**src/rtl/fir4_mac_if.sv**
```systemverilog
// Stream bundle for fir4_mac: sample input side
// and filtered-result output side.
interface fir4_mac_if;
  logic              in_data_valid_unused;
  logic [7:0]        in_data;
  logic              in_valid;
  logic              in_ready;
  logic signed [17:0] out_data;
  logic              out_valid;
  logic              out_ready;

  modport master (
    output in_data, in_valid, out_ready,
    input  in_ready, out_data, out_valid
  );

  modport slave (
    input  in_data, in_valid, out_ready,
    output in_ready, out_data, out_valid
  );
endinterface

```
**src/rtl/fir4_mac.sv**
```systemverilog
// 4-tap FIR, one multiply-accumulate per clock,
// result held until the consumer takes it.
module fir4_mac #(
  parameter logic signed [7:0] C0 = 8'sd1,
  parameter logic signed [7:0] C1 = 8'sd3,
  parameter logic signed [7:0] C2 = 8'sd3,
  parameter logic signed [7:0] C3 = 8'sd1
) (
  input  logic       clk,
  input  logic       rst_n,
  input  logic       clr,
  fir4_mac_if.slave  bus,
  output logic       busy
);

  typedef enum logic [1:0] {
    IDLE = 2'd0,
    MAC  = 2'd1,
    HOLD = 2'd2
  } state_t;

  state_t r_state;
  state_t w_next;

  logic [7:0]         r_x0;
  logic [7:0]         r_x1;
  logic [7:0]         r_x2;
  logic [7:0]         r_x3;
  logic signed [17:0] r_acc;
  logic signed [17:0] r_out;
  logic [1:0]         r_k;

  logic signed [7:0]  w_coef;
  logic [7:0]         w_xk;
  logic signed [8:0]  w_xs;
  logic signed [16:0] w_prod;
  logic signed [17:0] w_sum;
  logic               w_accept;
  logic               w_last;

  always_comb begin
    w_coef = C0;
    w_xk   = r_x0;
    unique case (r_k)
      2'd0: begin w_coef = C0; w_xk = r_x0; end
      2'd1: begin w_coef = C1; w_xk = r_x1; end
      2'd2: begin w_coef = C2; w_xk = r_x2; end
      2'd3: begin w_coef = C3; w_xk = r_x3; end
      default: ;
    endcase
  end

  // Samples are unsigned: a zero sign bit keeps the product signed-correct.
  assign w_xs     = $signed({1'b0, w_xk});
  assign w_prod   = w_coef * w_xs;
  assign w_sum    = r_acc + {w_prod[16], w_prod};
  assign w_accept = (r_state == IDLE) && bus.in_valid;
  assign w_last   = (r_k == 2'd3);

  always_comb begin
    w_next = r_state;
    if (clr) begin
      w_next = IDLE;
    end else begin
      unique case (1'b1)
        r_state == IDLE:
          if (bus.in_valid) w_next = MAC;
        r_state == MAC:
          if (w_last) w_next = HOLD;
        r_state == HOLD:
          if (bus.out_ready) w_next = IDLE;
        default: w_next = IDLE;
      endcase
    end
  end

  always_ff @(posedge clk or negedge rst_n) begin
    if (!rst_n) begin
      r_state <= IDLE;
    end else begin
      r_state <= w_next;
    end
  end

  always_ff @(posedge clk or negedge rst_n) begin
    if (!rst_n) begin
      r_x0  <= '0;
      r_x1  <= '0;
      r_x2  <= '0;
      r_x3  <= '0;
      r_acc <= '0;
      r_k   <= '0;
      r_out <= '0;
    end else if (clr) begin
      r_x0  <= '0;
      r_x1  <= '0;
      r_x2  <= '0;
      r_x3  <= '0;
      r_acc <= '0;
      r_k   <= '0;
      r_out <= '0;
    end else if (w_accept) begin
      r_x3  <= r_x2;
      r_x2  <= r_x1;
      r_x1  <= r_x0;
      r_x0  <= bus.in_data;
      r_acc <= '0;
      r_k   <= '0;
    end else if (r_state == MAC) begin
      r_acc <= w_sum;
      if (w_last) begin
        r_out <= w_sum;
        r_k   <= '0;
      end else begin
        r_k   <= r_k + 2'd1;
      end
    end
  end

  assign bus.in_ready  = (r_state == IDLE);
  assign bus.out_valid = (r_state == HOLD);
  assign bus.out_data  = r_out;
  assign busy          = (r_state != IDLE);

endmodule

```
**src/flat_wrapper.sv**
```systemverilog
// flat-port wrapper written by rule: the top's interface ports become plain ports
module fir4_mac_flat 
#(
  parameter logic signed [7:0] C0 = 8'sd1,
  parameter logic signed [7:0] C1 = 8'sd3,
  parameter logic signed [7:0] C2 = 8'sd3,
  parameter logic signed [7:0] C3 = 8'sd1
)
  (clk, rst_n, clr, busy, bus_in_data, bus_in_valid, bus_out_ready, bus_in_ready, bus_out_data, bus_out_valid);
  fir4_mac_if bus_i ();
  input  logic clk;
  input  logic rst_n;
  input  logic clr;
  output logic busy;
  input wire logic [$bits(bus_i.in_data)-1:0] bus_in_data;
  input wire logic [$bits(bus_i.in_valid)-1:0] bus_in_valid;
  input wire logic [$bits(bus_i.out_ready)-1:0] bus_out_ready;
  output wire logic [$bits(bus_i.in_ready)-1:0] bus_in_ready;
  output wire logic [$bits(bus_i.out_data)-1:0] bus_out_data;
  output wire logic [$bits(bus_i.out_valid)-1:0] bus_out_valid;
  assign bus_i.in_data = bus_in_data;
  assign bus_i.in_valid = bus_in_valid;
  assign bus_i.out_ready = bus_out_ready;
  assign bus_in_ready = bus_i.in_ready;
  assign bus_out_data = bus_i.out_data;
  assign bus_out_valid = bus_i.out_valid;
  fir4_mac #(.C0(C0), .C1(C1), .C2(C2), .C3(C3)) u_core (.clk(clk), .rst_n(rst_n), .clr(clr), .bus(bus_i), .busy(busy));
endmodule
```
**config.mk**
```make
export PLATFORM = sky130hd
export DESIGN_NAME = fir4_mac_flat
export DESIGN_NICKNAME = d
export VERILOG_FILES = /design/src/rtl/fir4_mac_if.sv /design/src/rtl/fir4_mac.sv /design/src/flat_wrapper.sv
export SDC_FILE = /design/constraint.sdc
export NUM_CORES = 1
export LEC_CHECK = 0
export ABC_CLOCK_PERIOD_IN_PS = 6900
export CORE_MARGIN = 2
export CORE_UTILIZATION = 60
export DETAILED_ROUTE_END_ITERATION = 6
export GPL_TIMING_DRIVEN = 0
export PLACE_DENSITY = 0.82
export RECOVER_POWER = 50
export SLEW_MARGIN = 10
export SYNTH_ARGS = -nofsm -noshare
export SYNTH_HDL_FRONTEND = slang
export SYNTH_SLANG_ARGS = --single-unit
```
**constraint.sdc**
```tcl
create_clock -name clk -period 6.9 [get_ports clk]
set_input_delay 2.07 -clock clk [delete_from_list [all_inputs] [get_ports clk]]
set_output_delay 2.07 -clock clk [all_outputs]
set_load 0.01 [all_outputs]
```
## Yosys cells after proc, flatten, opt, wreduce, memory -nomap -nowiden

Cells that the tools add are included.
W data, S select, Z words.

| cells by class | value |
|---|---|
| add/sub/neg operators | 2 |
| multiply operators | 1 |
| equality and inequality tests | 9 |
| muxes and demuxes | 26 |
| reductions and logical operators | 12 |

Operators by type and width:

| operator | count |
|---|---|
| $mux W18 | 7 |
| $mux W8 | 8 |
| $pmux W8 S4 | 1 |
| $add A18 B18 Y18 | 1 |
| $mul A8 B9 Y17 | 1 |
| $mux W2 | 8 |
| $pmux W8 S2 | 1 |
| $reduce_bool A2 Y1 | 4 |
| $eq A2 B2 Y1 const B | 3 |
| $ne A3 B3 Y1 const B | 2 |
| $pmux W2 S3 | 1 |
| $reduce_and A3 Y1 | 2 |
| $eq A2 B1 Y1 const B | 2 |
| $logic_not A2 Y1 | 2 |
| $reduce_or A2 Y1 | 2 |
| $ne A3 B2 Y1 const B | 1 |
| $reduce_bool A3 Y1 | 1 |
| $add A2 B1 Y2 const B | 1 |
| $ne A2 B2 Y1 const B | 1 |
| $logic_and A1 B1 Y1 | 1 |

| word-level totals | value |
|---|---|
| flip-flop bits (word level) | 72 |
| bits of input ports | 13 |
| logic and storage cells | 58 |

## Longest topological paths before layout

Gate-level depths: netlist of run 1.

| depth | value |
|---|---|
| depth after elaboration | 9 |
| depth in mapped cells | 24 |

## Least setup slack after synthesis of run 1

Ideal clock, no wire load.

| path | value |
|---|---|
| path kind | register -> register |
| start | register u_core.r_k[0] |
| end | register u_core.r_out[16] (netlist: u_core.bus.out_data[16]) |
| arrival | 4.548 ns |
| data required time | 6.831 ns |
| path slack | 2.283 ns |
| stages on the path, launching flop included | 25 |
| path buffers | 2 |
| period minus slack after synthesis | 4.617 ns |
| path through | dfrtp_1 -> inv_1 -> ha_1 -> clkbuf_1 -> a222oi_1 -> mux2i_1 -> and2_1 -> ha_1 -> ha_1 -> ha_1 -> fa_1 -> a21oi_1 -> nor2_1 -> nor2_1 -> o21bai_1 -> a21oi_1 -> xnor2_1 -> ha_1 -> nand2_1 -> a21oi_1 -> o21a_2 -> o221ai_2 -> buf_6 -> or4_1 -> nand3_1 |

| between the ends | value |
|---|---|
| cells in the longest elaborated chain, start to end | 9 |
| elaborated cells on any way between the ends | 16 |
| those cells by class | add/sub (1); mul (1); eq/ne (3); mux (6); reduce/logical (5) |

RTL lines:

| item | RTL line | RTL |
|---|---|---|
| start: declaration | fir4_mac.sv:31 | `logic [1:0] r_k;` |
| start signal: assignment | fir4_mac.sv:115 | `r_k <= r_k + 2'd1;` |
| $eq A2 B2 Y1, or another cell as far along | fir4_mac.sv:44, fir4_mac.sv:58 |  |
| $reduce_or A2 Y1 (no line) | n/a |  |
| $pmux W8 S2 | fir4_mac.sv:44 | `unique case (r_k)` |
| $mul A8 B9 Y17 | fir4_mac.sv:55 | `assign w_prod = w_coef * w_xs;` |
| $add A18 B18 Y18 | fir4_mac.sv:56 | `assign w_sum = r_acc + {w_prod[16], w_prod};` |
| $mux W18 | fir4_mac.sv:111 | `if (w_last) begin` |
| $mux W18 | fir4_mac.sv:109 | `end else if (r_state == MAC) begin` |
| $mux W18 | fir4_mac.sv:102 | `end else if (w_accept) begin` |
| $mux W18 | fir4_mac.sv:94 | `end else if (clr) begin` |
| end signal: assignment | fir4_mac.sv:112 | `r_out <= w_sum;` |
| end: declaration | fir4_mac.sv:30 | `logic signed [17:0] r_out;` |

Several ways; a longest one is shown, not always the timed one. The select of a mux whose other input is x is not followed.
A chain may end at the register's enable or synchronous reset.

## Worst setup path in the final report of run 1

Same ends and word-level chain as after synthesis.

==> results of run 1 <==
==> area by class of cell <==
type | instances | area share
clock buffers | 11 | 0.0296
multi-input cells | 283 | 0.449
inverters | 21 | 0.0165
repair buffers | 34 | 0.0686
well taps | 80 | 0.0209
flip-flops and latches | 72 | 0.377
clock inverters | 5 | 0.0217
plain buffers | 18 | 0.0165
==> metal layers <==
metal	GRT usage	wire length, um	vias to the layer above
met3	0.0410	534	17
li1	-	-	1544
met1	0.372	4230	1611
met4	0.0980	156	0
met5	0	0	-
met2	0.390	4230	131
==> cell usage in the layout (no fill, tap or decap), types with 4 or more instances in the layout <==
master / synthesis / routed
sky130_fd_sc_hd__a21o_1: 6 / 6
sky130_fd_sc_hd__a21oi_1: 15 / 15
sky130_fd_sc_hd__a21oi_2: 4 / 4
sky130_fd_sc_hd__a222oi_1: 8 / 8
sky130_fd_sc_hd__a22o_1: 40 / 40
sky130_fd_sc_hd__a31oi_1: 6 / 6
sky130_fd_sc_hd__and2_1: 10 / 9
sky130_fd_sc_hd__clkbuf_1: 15 / 19
sky130_fd_sc_hd__clkbuf_8: 0 / 10
sky130_fd_sc_hd__clkdlybuf4s50_1: 0 / 28
sky130_fd_sc_hd__dfrtp_1: 72 / 72
sky130_fd_sc_hd__dlygate4sd3_1: 0 / 4
sky130_fd_sc_hd__ha_1: 37 / 37
sky130_fd_sc_hd__inv_1: 21 / 21
sky130_fd_sc_hd__mux2i_1: 8 / 8
sky130_fd_sc_hd__nand2_1: 38 / 38
sky130_fd_sc_hd__nand2b_1: 7 / 7
sky130_fd_sc_hd__nand3_1: 8 / 8
sky130_fd_sc_hd__nor2_1: 14 / 14
sky130_fd_sc_hd__o211ai_1: 5 / 5
sky130_fd_sc_hd__o21ai_0: 17 / 17
sky130_fd_sc_hd__or4_1: 5 / 5
sky130_fd_sc_hd__xnor2_1: 10 / 10
sky130_fd_sc_hd__xor2_1: 5 / 5
==> power groups by stage <==
stage | Clock [W] | Sequential, W | Combinational, W
finish | 0.000415 | 0.000446 | 0.000136
global route | 0.000434 | 0.000447 | 0.000150
CTS | 0.000416 | 0.000445 | 0.000137
detailed placement | 0 | 0.000454 | 0.000136
global placement | 0 | 0.000453 | 0.000131
floorplan | 0 | 0.000454 | 0.0000804
==> registers in the layout, summed over array words and instances, names as in the netlist <==
| name | count |
|---|---|
| u_core.r_state | 2 |
| u_core.r_x3 | 8 |
| u_core.r_k | 2 |
| u_core.r_x2 | 8 |
| u_core.r_acc | 18 |
| u_core.r_x1 | 8 |
| u_core.bus.out_data | 18 |
| u_core.r_x0 | 8 |
==> worst paths after layout <==
| path | slack, ns | depth (start not counted) | startpoint | endpoint |
|---|---|---|---|---|
| min | 0.48 | 2 | u_core.bus.out_data[14] | u_core.bus.out_data[14] |
| max in group asynchronous | 1.82 | 2 | rst_n | u_core.r_x1[6] |
| min reg2reg | 0.48 | 2 | u_core.bus.out_data[14] | u_core.bus.out_data[14] |
| min in group asynchronous | 1.88 | 1 | rst_n | u_core.bus.out_data[11] |
| max | 1.59 | 23 | u_core.r_k[0] | u_core.bus.out_data[16] |
| max reg2reg | 1.59 | 23 | u_core.r_k[0] | u_core.bus.out_data[16] |
==> cells by family (layout without fill, tap and decap cells) <==
| group | after synthesis | in the layout | share of synthesized area |
|---|---|---|---|
| AOI/OAI and AO/OA | 127 | 127 | 0.238 |
| and+or+nand+nor | 94 | 94 | 0.111 |
| DFF | 72 | 72 | 0.439 |
| adders and majority gates | 39 | 39 | 0.122 |
| buffers and inverters | 39 | 89 | 0.0387 |
| xor gates and xnor gates | 15 | 15 | 0.0320 |
| muxes | 8 | 8 | 0.0195 |
==> per-stage QoR <==
step | setup WS [ns] | area (sq um)
2_1_floorplan | 2.28 | 4110
3_3_place_gp | 1.34 | 4540
3_5_place_dp | 1.73 | 4560
4_1_cts | 1.65 | 4810
5_1_grt | 1.00 | 4780
6_report | 1.59 | 4780
==> worst max-delay path, stage by stage, from the launching register on <==
cell and delay, ns:
sky130_fd_sc_hd__dfrtp_1 0.43, sky130_fd_sc_hd__inv_1 0.11, sky130_fd_sc_hd__ha_1 0.14, sky130_fd_sc_hd__clkbuf_1 0.51, sky130_fd_sc_hd__mux2i_1 0.37, sky130_fd_sc_hd__and2_1 0.18
sky130_fd_sc_hd__ha_1 0.23, sky130_fd_sc_hd__ha_1 0.28, sky130_fd_sc_hd__ha_1 0.23, sky130_fd_sc_hd__fa_1 0.40, sky130_fd_sc_hd__a21oi_1 0.17, sky130_fd_sc_hd__nor2_1 0.06
sky130_fd_sc_hd__nor2_1 0.16, sky130_fd_sc_hd__o21bai_1 0.09, sky130_fd_sc_hd__a21oi_1 0.17, sky130_fd_sc_hd__xnor2_1 0.12, sky130_fd_sc_hd__ha_1 0.34, sky130_fd_sc_hd__nand2_1 0.06
sky130_fd_sc_hd__a21oi_1 0.15, sky130_fd_sc_hd__o21a_2 0.18, sky130_fd_sc_hd__o221ai_2 0.13, sky130_fd_sc_hd__buf_6 0.16, sky130_fd_sc_hd__or4_1 0.46, sky130_fd_sc_hd__nand3_1 0.10
==> synth_stat cells (all sizes together) (10+ instances only) <==
library cell,count,area [sq um]
o21ai,18,93.8
inv,21,78.8
ha,37,463
nand2,38,143
and2,10,62.6
dfrtp,72,1800
a21oi,19,110
a22o,40,350
clkbuf,15,56.3
nor2,14,52.6
xnor2,10,87.6
==> out/qor.log, run 1 <==
INFO  logic_synthesis synth-warning-count=0
INFO  clock_network  cts.root.buffer_cell=sky130_fd_sc_hd__clkbuf_8
INFO  logic_synthesis synth-edff-count=0
INFO  sta            timing.final.hold_violations=0
INFO  logic_synthesis avgSynthCellArea=10.4squm
INFO  final_layout   post_route_cells_drive_above_1_share=0.0608
INFO  power_and_ir_drop seq_power_share=0.447
INFO  setup_path     setup.worst_path.start_class=flop
INFO  sta            timing.fmax=0.188GHz
INFO  global_route   grt_antenna_before_repair=0
INFO  drt            wl_per_instance=17.5um
INFO  outcome        status=complete, but fails checks
INFO  clock_network  numCtsBuffers=9
INFO  final_layout   synthToLayoutAreaGrowth=16.4%
INFO  global_route   global_route_wire_length_before_repair=15200um
INFO  job            max-cap-violations=1
INFO  sta            worst_slew_margin_rel=-0.884
INFO  logic_synthesis seq_area_frac_synth=0.439
INFO  floorplanning  die_y_extent=86.7um
INFO  floorplanning  core-area=6720squm
INFO  sta            clock-skew-final=0.0110ns
INFO  drt            route.detailed.vias_per_inst=6.30
INFO  sta            final.min_clock_period=5.31ns
INFO  final_layout   final_net_count=491
INFO  power_and_ir_drop p_clk_frac=0.416
INFO  clock_network  cts_tree=done
INFO  sta            layout_worst_path_cycle_share=0.770
INFO  logic_synthesis syn_inst=394
INFO  floorplanning  floorplan.io_pins=34
INFO  power_and_ir_drop vdd_drop_max=0.121mV
INFO  setup_path     worstPathRequired=7.18ns
INFO  sta            setup_repair_after_global_routing_missed_its_margin=no
INFO  clock_network  cts.path.max_buffers=2
INFO  placement      post-dp-hpwl=6410um
INFO  global_route   grt_start_max_net_pins=55
INFO  setup_path     critical_path.endpoint_type=flop
INFO  drt            drc=0
INFO  sta            final-max-slew-violation-count=55
INFO  final_layout   final.fill_count=501
INFO  drt            route.vias.total=3303
INFO  hold_path      min-delay-path-class=reg -> reg
INFO  drt            ant_nets=0
INFO  logic_synthesis postSynthNetCount=446
INFO  placement      dp.cells=508
INFO  sta            fin_worst_hold_slack=0.475ns
INFO  global_route   globalRouteOverflowTotal=0
INFO  logic_synthesis synth.cell_area=4110squm
INFO  setup_path     setup.worst_path.class=reg -> reg
INFO  floorplanning  fp-row-count=30
INFO  power_and_ir_drop total_leakage_power=2.32nW
INFO  final_layout   area.sequential=1800squm
INFO  clock_network  clock_transition_at_the_registers_of_the_reported_paths=0.08ns
INFO  power_and_ir_drop power_switching=0.000259W
INFO  logic_synthesis ys_async_sr_fraction=1.00
INFO  floorplanning  die_area=7520squm
INFO  power_and_ir_drop power.switching_fraction=0.260
INFO  placement      buffer_ports.inserted=33
INFO  global_route   grt_use_total=0.257
INFO  global_route   first_global_vias=3084
INFO  final_layout   post-route-util=0.711
INFO  power_and_ir_drop cellPowerDensity=208nW/um^2
INFO  logic_synthesis postSynthRegisterBits=72
INFO  power_and_ir_drop comb_power_frac=0.136
INFO  floorplanning  die_x=86.7um
INFO  clock_network  ctsHoldBuffers=0
INFO  sta            final-setup-viol-count=0
INFO  final_layout   non_filler_cells_in_the_finished_layout=524
INFO  power_and_ir_drop power_report.internal_total=0.000737W
INFO  sta            worst_pin_slew=2.83ns
INFO  floorplanning  initial_core_util=0.611
INFO  setup_path     critical_path_arrival=5.60ns
INFO  logic_synthesis yosysUniqueCellTypes=49
INFO  outcome        failed_checks=capacitance limit, slew limit
INFO  placement      place_congestion=0.811
INFO  final_layout   antenna_cells=0
INFO  setup_path     crit_fanout=10
INFO  logic_synthesis synthFlopType=sky130_fd_sc_hd__dfrtp_1
INFO  drt            initialDrtViolationCount=278
INFO  drt            detail_route.wirelength=9150um
INFO  power_and_ir_drop power=0.000996W
INFO  final_layout   combined_area_of_the_multi_input_logic_cells=2150squm
INFO  drt            detail_route.first_pass.iterations=5
INFO  clock_network  post_cts_setup_buffer_count=0
INFO  clock_network  numClockSinks=72
INFO  clock_network  post_cts.resized_instances=0
INFO  clock_network  clk_latency=0.35ns
INFO  sta            final.setup.tns=0ns
INFO  clock_network  cts_max_level=3
(Power assumes the default switching activity.)
==> run 2: changes to the inputs <==
- ABC_CLOCK_PERIOD_IN_PS: 6900 -> 4900
- CORE_UTILIZATION: 60 -> 58
- PLACE_DENSITY: 0.82 -> 0.8
- clock period: 6.9 -> 4.9 ns (I/O delays scaled with it)
==> run 2 against run 1 <==
  * Largest cell class unchanged
  * The flow finishes with violations (DRC, setup timing)
  * Sequential power is 41% higher
  * Clock skew increased by 0.0058 ns
  * Combinational power grew 63%
  * Maximum frequency is 8.0% higher
  * Largest power group unchanged
  * Flip-flop and latch count stayed put
  * Worst hold slack improved by 0.0016 ns
==> out/qor.log, run 2 (synthesis results as in run 1) <==
INFO  setup_path     timing.critical_path.cells=ha_4, clkbuf_8, a222oi_1, mux2i_1, and2_1, ha_4, ha_4, ha_4, fa_2, a21oi_2, nor2_1, nor2_1, buf_4, xnor2_1, ha_1, a21oi_2, nand2_1, o21a_2, o221ai_2, buf_6, buf_4, o21ai_0, a31oi_1 [was inv_1, ha_1, clkbuf_1, mux2i_1, and2_1, ha_1, ha_1, ha_1, fa_1, a21oi_1, nor2_1, nor2_1, o21bai_1, a21oi_1, xnor2_1, ha_1, nand2_1, a21oi_1, o21a_2, o221ai_2, buf_6, or4_1, nand3_1]
INFO  sta            final.min_clock_period=4.92ns [was 5.31 ns]
INFO  sta            timing.fmax=0.203GHz [was 0.188 GHz]
INFO  global_route   groute.layer.met1.usage=0.360 [was 0.372]
INFO  clock_network  cts.root.buffer_cell=sky130_fd_sc_hd__clkbuf_8 [unchanged]
INFO  clock_network  ctsHoldBuffers=0 [unchanged]
INFO  placement      place_congestion=0.833 [was 0.811]
INFO  final_layout   combined_area_of_the_multi_input_logic_cells=2360squm [was 2150 sq um]
INFO  sta            final-max-slew-violation-count=0 [was 55]
INFO  setup_path     critical_path.endpoint_type=flop [unchanged]
INFO  drt            drc=12 [was 0]
INFO  floorplanning  initial_core_util=0.601 [was 0.611]
INFO  final_layout   final.fill_count=469 [was 501]
INFO  drt            wl_per_instance=18.6um [was 17.5 um]
INFO  global_route   grt-busiest-layer=met2 [unchanged]
INFO  floorplanning  core-area=6830squm [was 6720 sq um]
INFO  floorplanning  die_area=7770squm [was 7520 sq um]
INFO  outcome        failed_checks=DRC, setup timing [was capacitance limit, slew limit]
INFO  setup_path     worstPathRequired=5.16ns [was 7.18 ns]
INFO  final_layout   antenna_cells=0 [unchanged]
INFO  clock_network  cts_tree=done [unchanged]
INFO  placement      post-dp-hpwl=6380um [was 6410 um]
INFO  setup_path     worst_path_max_delay_cell=sky130_fd_sc_hd__dfrtp_2 [was sky130_fd_sc_hd__clkbuf_1]
INFO  setup_path     buffer_and_inverter_count_on_the_worst_path=4 [was 3]
INFO  floorplanning  fp-row-count=30 [unchanged]
INFO  setup_path     crit_fanout=10 [unchanged]
INFO  final_layout   post_route_cells_drive_above_1_share=0.157 [was 0.0608]
INFO  final_layout   area.sequential=1800squm [about the same]
INFO  placement      buffer_ports.inserted=33 [unchanged]
INFO  final_layout   post-route-util=0.752 [was 0.711]
INFO  sta            final_critical_path_setup_slack=-0.0191ns [was 1.59 ns]
INFO  setup_path     worst_path_dominant_cell_family=adder cells [unchanged]
INFO  setup_path     slowest_delay=0.49ns [was 0.51 ns]
INFO  sta            final-setup-viol-count=1 [was 0]
INFO  global_route   groute.layer.met3.usage=0.0613 [was 0.0410]
INFO  final_layout   synthToLayoutAreaGrowth=25.1% [was 16.4%]
INFO  setup_path     path_depth=23 [unchanged]
INFO  setup_path     setup.worst_path.start_class=flop [unchanged]
INFO  sta            worst_pin_slew=1.18ns [was 2.83 ns]
INFO  floorplanning  die_y_extent=88.2um [was 86.7 um]
INFO  final_layout   final_common_cell=sky130_fd_sc_hd__dfrtp_1 [unchanged]
INFO  drt            initialDrtViolationCount=446 [was 278]
INFO  drt            ant_nets=0 [unchanged]
INFO  clock_network  numClockSinks=72 [unchanged]
INFO  clock_network  clk_latency=0.36ns [was 0.35 ns]
INFO  clock_network  clock_transition_at_the_registers_of_the_reported_paths=0.09ns [was 0.08 ns]
INFO  global_route   first_global_vias=3235 [was 3084]
INFO  final_layout   stdcell_area=5140squm [was 4780 sq um]
INFO  power_and_ir_drop power=0.00138W [was 0.000996 W]
INFO  global_route   globalRouteOverflowTotal=0 [unchanged]
INFO  drt            route.vias.total=3490 [was 3303]
INFO  setup_path     critical_path_arrival=5.18ns [was 5.60 ns]
INFO  drt            route.detailed.vias_per_inst=6.29 [was 6.30]
INFO  hold_path      min-delay-path-class=reg -> reg [unchanged]
INFO  global_route   global_route_wire_length_before_repair=15500um [was 15200 um]
INFO  power_and_ir_drop total_leakage_power=2.38nW [was 2.32 nW]
INFO  setup_path     count_of_cells_along_the_worst_register_to_register_path=23 [unchanged]
INFO  sta            clock-skew-final=0.0168ns [was 0.0110 ns]
INFO  setup_path     setup.worst_path.class=reg -> reg [unchanged]
INFO  clock_network  numCtsBuffers=9 [unchanged]
INFO  hold_path      whs_path_depth=2 [unchanged]
INFO  global_route   grt_start_max_net_pins=54 [was 55]
INFO  sta            timing.final.hold_violations=0 [unchanged]
INFO  setup_path     cpMostUsedCell=sky130_fd_sc_hd__ha_4 [was sky130_fd_sc_hd__ha_1]
INFO  final_layout   final_net_count=506 [was 491]
INFO  floorplanning  die_x=88.2um [was 86.7 um]
INFO  placement      post_dp_cell_area=4580squm [was 4560 sq um]
INFO  clock_network  cts_max_level=3 [unchanged]
INFO  global_route   grt_antenna_before_repair=0 [unchanged]
INFO  power_and_ir_drop cellPowerDensity=269nW/um^2 [was 208 nW/um^2]
INFO  job            max-cap-violations=0 [was 1]
INFO  final_layout   most-common-layout-cells=70 x sky130_fd_sc_hd__dfrtp_1, 40 x sky130_fd_sc_hd__a22o_1, 38 x sky130_fd_sc_hd__nand2_1 [was 72 x sky130_fd_sc_hd__dfrtp_1, 40 x sky130_fd_sc_hd__a22o_1, 38 x sky130_fd_sc_hd__nand2_1]
INFO  placement      placement.setup.worst_slack=-0.295ns [was 1.73 ns]
INFO  clock_network  cts.path.max_buffers=2 [unchanged]
INFO  sta            worst_slew_margin_rel=0.212 [was -0.884]
INFO  sta            layout_worst_path_cycle_share=1.00 [was 0.770]
INFO  outcome        status=complete, but fails checks [unchanged]
INFO  global_route   use_met2=0.401 [was 0.390]
INFO  floorplanning  floorplan.io_pins=34 [unchanged]
INFO  power_and_ir_drop vdd_drop_max=0.178mV [was 0.121 mV]
INFO  drt            detail_route.wirelength=10300um [was 9150 um]
INFO  drt            detail_route.first_pass.iterations=7 [was 5]
INFO  global_route   grt_use_total=0.258 [was 0.257]
## run 2: cell types whose count changed in the layout (fill, tap and decap cells not counted), sizes merged
cell	delta
clkdlybuf4s50	+1
buf	+18
o32ai	+1
dlygate4sd3	-1
clkinv	+1
clkinvlp	+1
bufinv	-1
clkbuf	-6
inv	+1
## run 2: report_power, final
group | total (W) | internal (W) | switching (W) | leakage [nW]
logic | 0.000221 | 0.0000913 | 0.000130 | 1.28
clock network | 0.000531 | 0.000287 | 0.000244 | 0.110
registers | 0.000630 | 0.000614 | 0.0000166 | 0.992
## run 2: stage by stage
step	hold WS (ns)	setup TNS, ns	cells
floorplan	0.460	0	394
global placement	0.462	-6.53	523
detailed placement	0.466	-2.03	524
CTS	0.484	-0.0465	539
global route	0.509	-0.999	555
finish	0.477	-0.0191	555
## run 2: cell type report
| cell class | instances | share of cell area |
|---|---|---|
| well taps | 96 | 0.0234 |
| inverters | 21 | 0.0158 |
| plain buffers | 15 | 0.0151 |
| flip-flops and latches | 72 | 0.351 |
| clock inverters | 7 | 0.0185 |
| clock buffers | 9 | 0.0241 |
| repair buffers | 51 | 0.0933 |
| multi-input cells | 284 | 0.459 |
## run 2: final timing paths
path / start / to / slack [ns]
max: u_core.r_k[0] / u_core.r_acc[14] / -0.02
min: u_core.bus.out_data[11] / u_core.bus.out_data[11] / 0.48
max reg2reg: u_core.r_k[0] / u_core.r_acc[14] / -0.02
min reg2reg: u_core.bus.out_data[11] / u_core.bus.out_data[11] / 0.48
max in group asynchronous: rst_n / u_core.r_x0[7] / 2.74
min in group asynchronous: rst_n / u_core.bus.out_data[11] / 1.33
## run 2: tightest hold or removal path: stages (launching register included)
cell and delay, ns:
sky130_fd_sc_hd__dfrtp_1 0.35, sky130_fd_sc_hd__nand2_1 0.05, sky130_fd_sc_hd__nand3_1 0.05
## run 2: per-layer routing
layer,wire length [um],share of wire
met1,4480,0.43
met2,4940,0.48
met3,713,0.069
met4,202,0.020
met5,0,0
## run 2: timing repair
item | in CTS | in global routing
hold endpoints to repair | 0 | 0
setup endpoints to repair | 16 | 16
gates cloned | 0 | 1
resized for setup | 16 | 22
buffers inserted | 2 | 15
pin swaps | 4 | 21
==> RTL change 1 (settings of run 2) <==
Encoding of `state_t`: now one-hot (3 bits for 3 states).
--- a/src/rtl/fir4_mac.sv
+++ b/src/rtl/fir4_mac.sv
@@ -13,10 +13,10 @@
   output logic       busy
 );
 
-  typedef enum logic [1:0] {
-    IDLE = 2'd0,
-    MAC  = 2'd1,
-    HOLD = 2'd2
+  typedef enum logic [2:0] {
+    IDLE = 3'b001,
+    MAC  = 3'b010,
+    HOLD = 3'b100
   } state_t;
 
   state_t r_state;
Function: same outputs for any inputs over 10 cycles, from zero or initial values and one cycle with rst_n low; not proved beyond that.
==> RTL change 1 against run 2 <==
  * Final area rose by 5.5%
  * Hold slack improved by 0.0045 ns
  * Synthesized area rose by 7.2%
  * Die area increased by 6.9%
  * Maximum frequency is 2.8% higher
  * Critical path depth down 3
  * First-iteration DRC count fell by 49%
  * Count of clock-buffer cells in the layout is 1 higher
  * Core utilization fell by 0.91 points
  * Setup slack better by 0.13 ns
  * Routed wire length grew 6.5%
  * Sequential cell count increased by 1
  * Power shrank 2.6%
  * Critical endpoint is now u_core.bus.out_data[11]$_DFFE_PN0P_
  * Largest power group unchanged
  * Highest routed layer unchanged
==> RTL change 1: results (changes against run 2) <==
Outcome
  • Outcome: complete, no violations

STA
  • Worst-Margin Slew: 1.48 ns (+0.302 ns)
  • Peak Freq: 209 MHz (+2.8%)

GRT
  • Vias in the first global route: 3748 (+16%)
  • Largest net degree at the start of global routing: 49 (-9.3%)
  • Met1 Track Usage GR: 32.4% (-3.6 points)
  • GRT met2 Usage: 44.5% (+4.4 points)
  • GRT Overall Usage: 26.6% (+0.75 points)

Placement
  • Final Wtd Congestion: 0.876 (+5.2%)
  • IO Port Bufs: 32 (-3.0%)
  • Post-Place Cell Area: 0.00487 mm2 (+6.3%)

Logic synthesis
  • Synth top area cells: dfrtp_1 (41%), ha_1 (11%), nand2_1 (7.7%)
  • Register area share after synthesis: 41.5% (-2.3 points)
  • Post-Synthesis Net Count: 540 (+21%)
  • Yosys cell types: 56 (+14%)

Routing
  • Iteration-0 DRC count of the detailed router: 229 (-49%)
  • Router iterations before antenna repair: 6 (-1)
  • WL final: 11000 um (+6.5%)
  • Wl on met1: 4500 um (+0.45%)

Pwr
  • Clk pwr: 586 uW (+10%)
  • Leak: 0.00241 uW (+1.2%)
  • Peak VDD IR: 190 uV (+7.2%)
  • P_comb: 138 uW (-38%)
  • Flop+latch power: 623 uW (-1%)

Finish
  • Nets: 597 (+18%)
  • Final Non-Filler Cells: 649 (+17%)

Critical path
  • Crit path largest cell delay: 0.46 ns (-0.03 ns)
  • R2R Setup Slk: 0.12 ns (+0.13 ns)
  • Top delay family on crit path: compound AO/OA/AOI/OAI gates
  • Max Fanout on Critical Path: 7 (-3)
  • Crit path arrival time: 5.08 ns (-0.10 ns)
[RTL change 1: changes by cell type after synthesis, moves of 4 or more]
cell      before  now
o21ai_0       17   12
clkbuf_1      15   24
nand3_1        8   17
nor3_1         1    5
a22o_1        40   15
nand2_1       38   90
nor2_1        14   20
a21oi_2        4    0
a21oi_1       15   52
[RTL change 1: cells by family after synthesis]
kind of cell | Yosys count | share of synthesized area, %
AND/OR/NAND/NOR | 174 | 18.4
AO/OA/AOI/OAI | 129 | 19.4
flip-flops | 73 | 41.5
buffers and inverters | 51 | 4.60
adder cells (fa/ha/maj) | 39 | 11.4
XOR/XNOR | 14 | 2.78
multiplexers | 8 | 1.82
[RTL change 1: path summary, 6_finish.rpt]
kind | startpoint | end | cells past startpoint
hold reg to reg | u_core.bus.out_data[2]$_DFFE_PN0P_ | u_core.bus.out_data[2]$_DFFE_PN0P_ | 2
setup / recovery | u_core.r_k[0]$_DFFE_PN0P_ | u_core.bus.out_data[11]$_DFFE_PN0P_ | 20
setup reg to reg | u_core.r_k[0]$_DFFE_PN0P_ | u_core.bus.out_data[11]$_DFFE_PN0P_ | 20
hold / removal | u_core.bus.out_data[2]$_DFFE_PN0P_ | u_core.bus.out_data[2]$_DFFE_PN0P_ | 2
min in group asynchronous | rst_n | u_core.r_acc[12]$_DFFE_PN0P_ | 1
max in group asynchronous | rst_n | u_core.r_state[0]$_DFFE_PN1P_ | 2
[RTL change 1: area by class of cell]
class                           count  area, um2
Inverter                           20       75.1
Tap cell                           99        124
Sequential cell                    73       1830
Multi-Input combinational cell    364       2550
Timing Repair Buffer               51        480
Fill cell                         539       1870
Buffer                             26        113
Clock buffer                       10        128
Clock inverter                      6        116
[RTL change 1: timing repair]
item	in CTS	in global routing
resized for setup	24	27
setup buffers	5	13
pin swaps	6	27
endpoints found under the setup margin	16	15
==> RTL change 2 (config.mk and constraints of run 2) <==
Without the edit above. Reset style: synchronous (`rst_n`), changed in 2 clocked blocks.
--- a/src/rtl/fir4_mac.sv
+++ b/src/rtl/fir4_mac.sv
@@ -74,7 +74,7 @@
     end
   end
 
-  always_ff @(posedge clk or negedge rst_n) begin
+  always_ff @(posedge clk) begin
     if (!rst_n) begin
       r_state <= IDLE;
     end else begin
@@ -82,7 +82,7 @@
     end
   end
 
-  always_ff @(posedge clk or negedge rst_n) begin
+  always_ff @(posedge clk) begin
     if (!rst_n) begin
       r_x0  <= '0;
       r_x1  <= '0;
Behaviour: differs if rst_n is asserted again (counterexample within 4 cycles, from zero or initial values and one cycle with rst_n low); with rst_n held inactive, the same outputs for 10 cycles.
==> RTL change 2 against run 2 <==
  * Setup slack better by 0.077 ns
  * Synthesized area decreased by 3.9%
  * First-iteration DRC count decreased by 46%
  * Final area is 7.1% lower
  * Global-route usage grew 0.34 points
  * Sequential share of layout area down 4.8 points
  * Sequential cell count unchanged
  * Routed wire length is 6.0% lower
  * Count of clock-buffer cells in the layout is the same
  * Hold slack worse by 0.030 ns
Power is not compared: it rests on default switching activity, and its combinational part moved more than twofold at a synthesized area within 25%.
==> RTL change 2: results (changes against run 2) <==
Finish
  • Area occupied by multi-input gates: 0.00243 mm2 (+3.3%)
  • Clk cell area share: 4.22% (-0.041 points)
  • Buffering overhead: 11.3% (+0.44 points)
  • Nets: 587 (+16%)
  • #MultiIn Comb: 368 (+30%)
  • Seq/total area: 30.3% (-4.8 points)
  • Invs w/o clock: 14 (-33%)
  • Fraction of area in multi-input gates: 51.0% (+5.1 points)
  • Fillcell total: 532 (+13%)
  • Fin util: 71.4% (-3.8 points)

Placement
  • Dpl hpwl: 6420 um (+0.62%)
  • Placed Cells incl. Taps: 598 (+14%)
  • Final Wtd Congestion: 0.835 (+0.24%)
  • Worst slack at placement: -0.282 ns (+0.0130 ns)

GRT
  • Largest net degree at the start of global routing: 15 (-72%)
  • Vias in the first global route: 3263 (+0.87%)
  • Met1 Track Usage GR: 35.7% (-0.22 points)
  • Global Route met3 Usage: 5.43% (-0.70 points)
  • GRT Overall Usage: 26.1% (+0.34 points)
  • First-pass GRT wire length: 15400 um (-0.72%)

Critical path
  • Crit path largest cell delay: 0.42 ns (-0.07 ns)
  • Crit path arrival time: 5.12 ns (-0.06 ns)
  • R2R Setup Slk: 0.06 ns (+0.08 ns)
  • Reg2Reg Capture Point: u_core.r_acc[16]$_SDFFE_PP0N_
  • Max Fanout on Critical Path: 8 (-2)

STA
  • Peak Freq: 207 MHz (+1.6%)
  • Final setup vio count: 0 (-1)
  • Slew HR: 55.6% (+34 points)
  • Skew final: 0.0129 ns (-0.00390 ns)

Routing
  • Total number of vias: 3620 (+3.7%)
  • Router iterations before antenna repair: 6 (-1)
  • WL final: 9710 um (-6.0%)
  • Iteration-0 DRC count of the detailed router: 243 (-46%)
  • Routed vias/inst: 5.82 (-7.4%)
  • Met2 WL post-DR: 4510 um (-8.6%)

Logic synthesis
  • Compound-Gate Fraction of Synth Area: 19.1% (-4.7 points)
  • Synth top area cells: dfxtp_1 (37%), ha_1 (11%), nand2_1 (11%)
  • Gate Count Post-Synth: 485 (+23%)
  • Synth Area in Adders: 12.1% (-0.14 points)
  • Multiplexer area fraction after synthesis: 2.79% (+0.84 points)
  • Commonest cells post-synth: nand2_1 (116), dfxtp_1 (72), a21oi_1 (65), ha_1 (35), clkbuf_1 (23)
  • Register area share after synthesis: 36.5% (-7.4 points)
  • Yosys cell types: 43 (-12%)
  • Prevailing post-synth register cell: dfxtp_1
  • Post-synth ARST share: 0% (-100 points)

Clock tree
  • Cts repair resizes: 3 (-13)

Hold path
  • Endpoint, Worst Hold: u_core.bus.out_data[13]$_SDFFE_PP0P_

Outcome
  • Outcome: complete, no violations
==> RTL change 2: cell count changes in the layout (fill, tap and decap cells not counted), sizes merged, moves of 7 or more <==
cell	change
a21oi	+46
a22o	-39
clkdlybuf4s50	-15
dfrtp	-72
dfxtp	+72
dlygate4sd3	+16
nand2	+78
nor3	+7
==> RTL change 2: worst max-delay path by stage <==
stage | startpoint | end
after floorplan | u_core.r_k[0]$_SDFFE_PP0N_ | u_core.bus.out_data[11]$_SDFFE_PP0P_
final | u_core.r_k[0]$_SDFFE_PP0N_ | u_core.r_acc[16]$_SDFFE_PP0N_
after CTS | u_core.r_k[1]$_SDFFE_PP0N_ | u_core.bus.out_data[11]$_SDFFE_PP0P_
after global routing | u_core.r_k[0]$_SDFFE_PP0N_ | u_core.r_acc[16]$_SDFFE_PP0N_
after global placement | u_core.r_k[0]$_SDFFE_PP0N_ | u_core.r_acc[15]$_SDFFE_PP0N_
after detailed placement | u_core.r_k[0]$_SDFFE_PP0N_ | u_core.r_acc[13]$_SDFFE_PP0N_
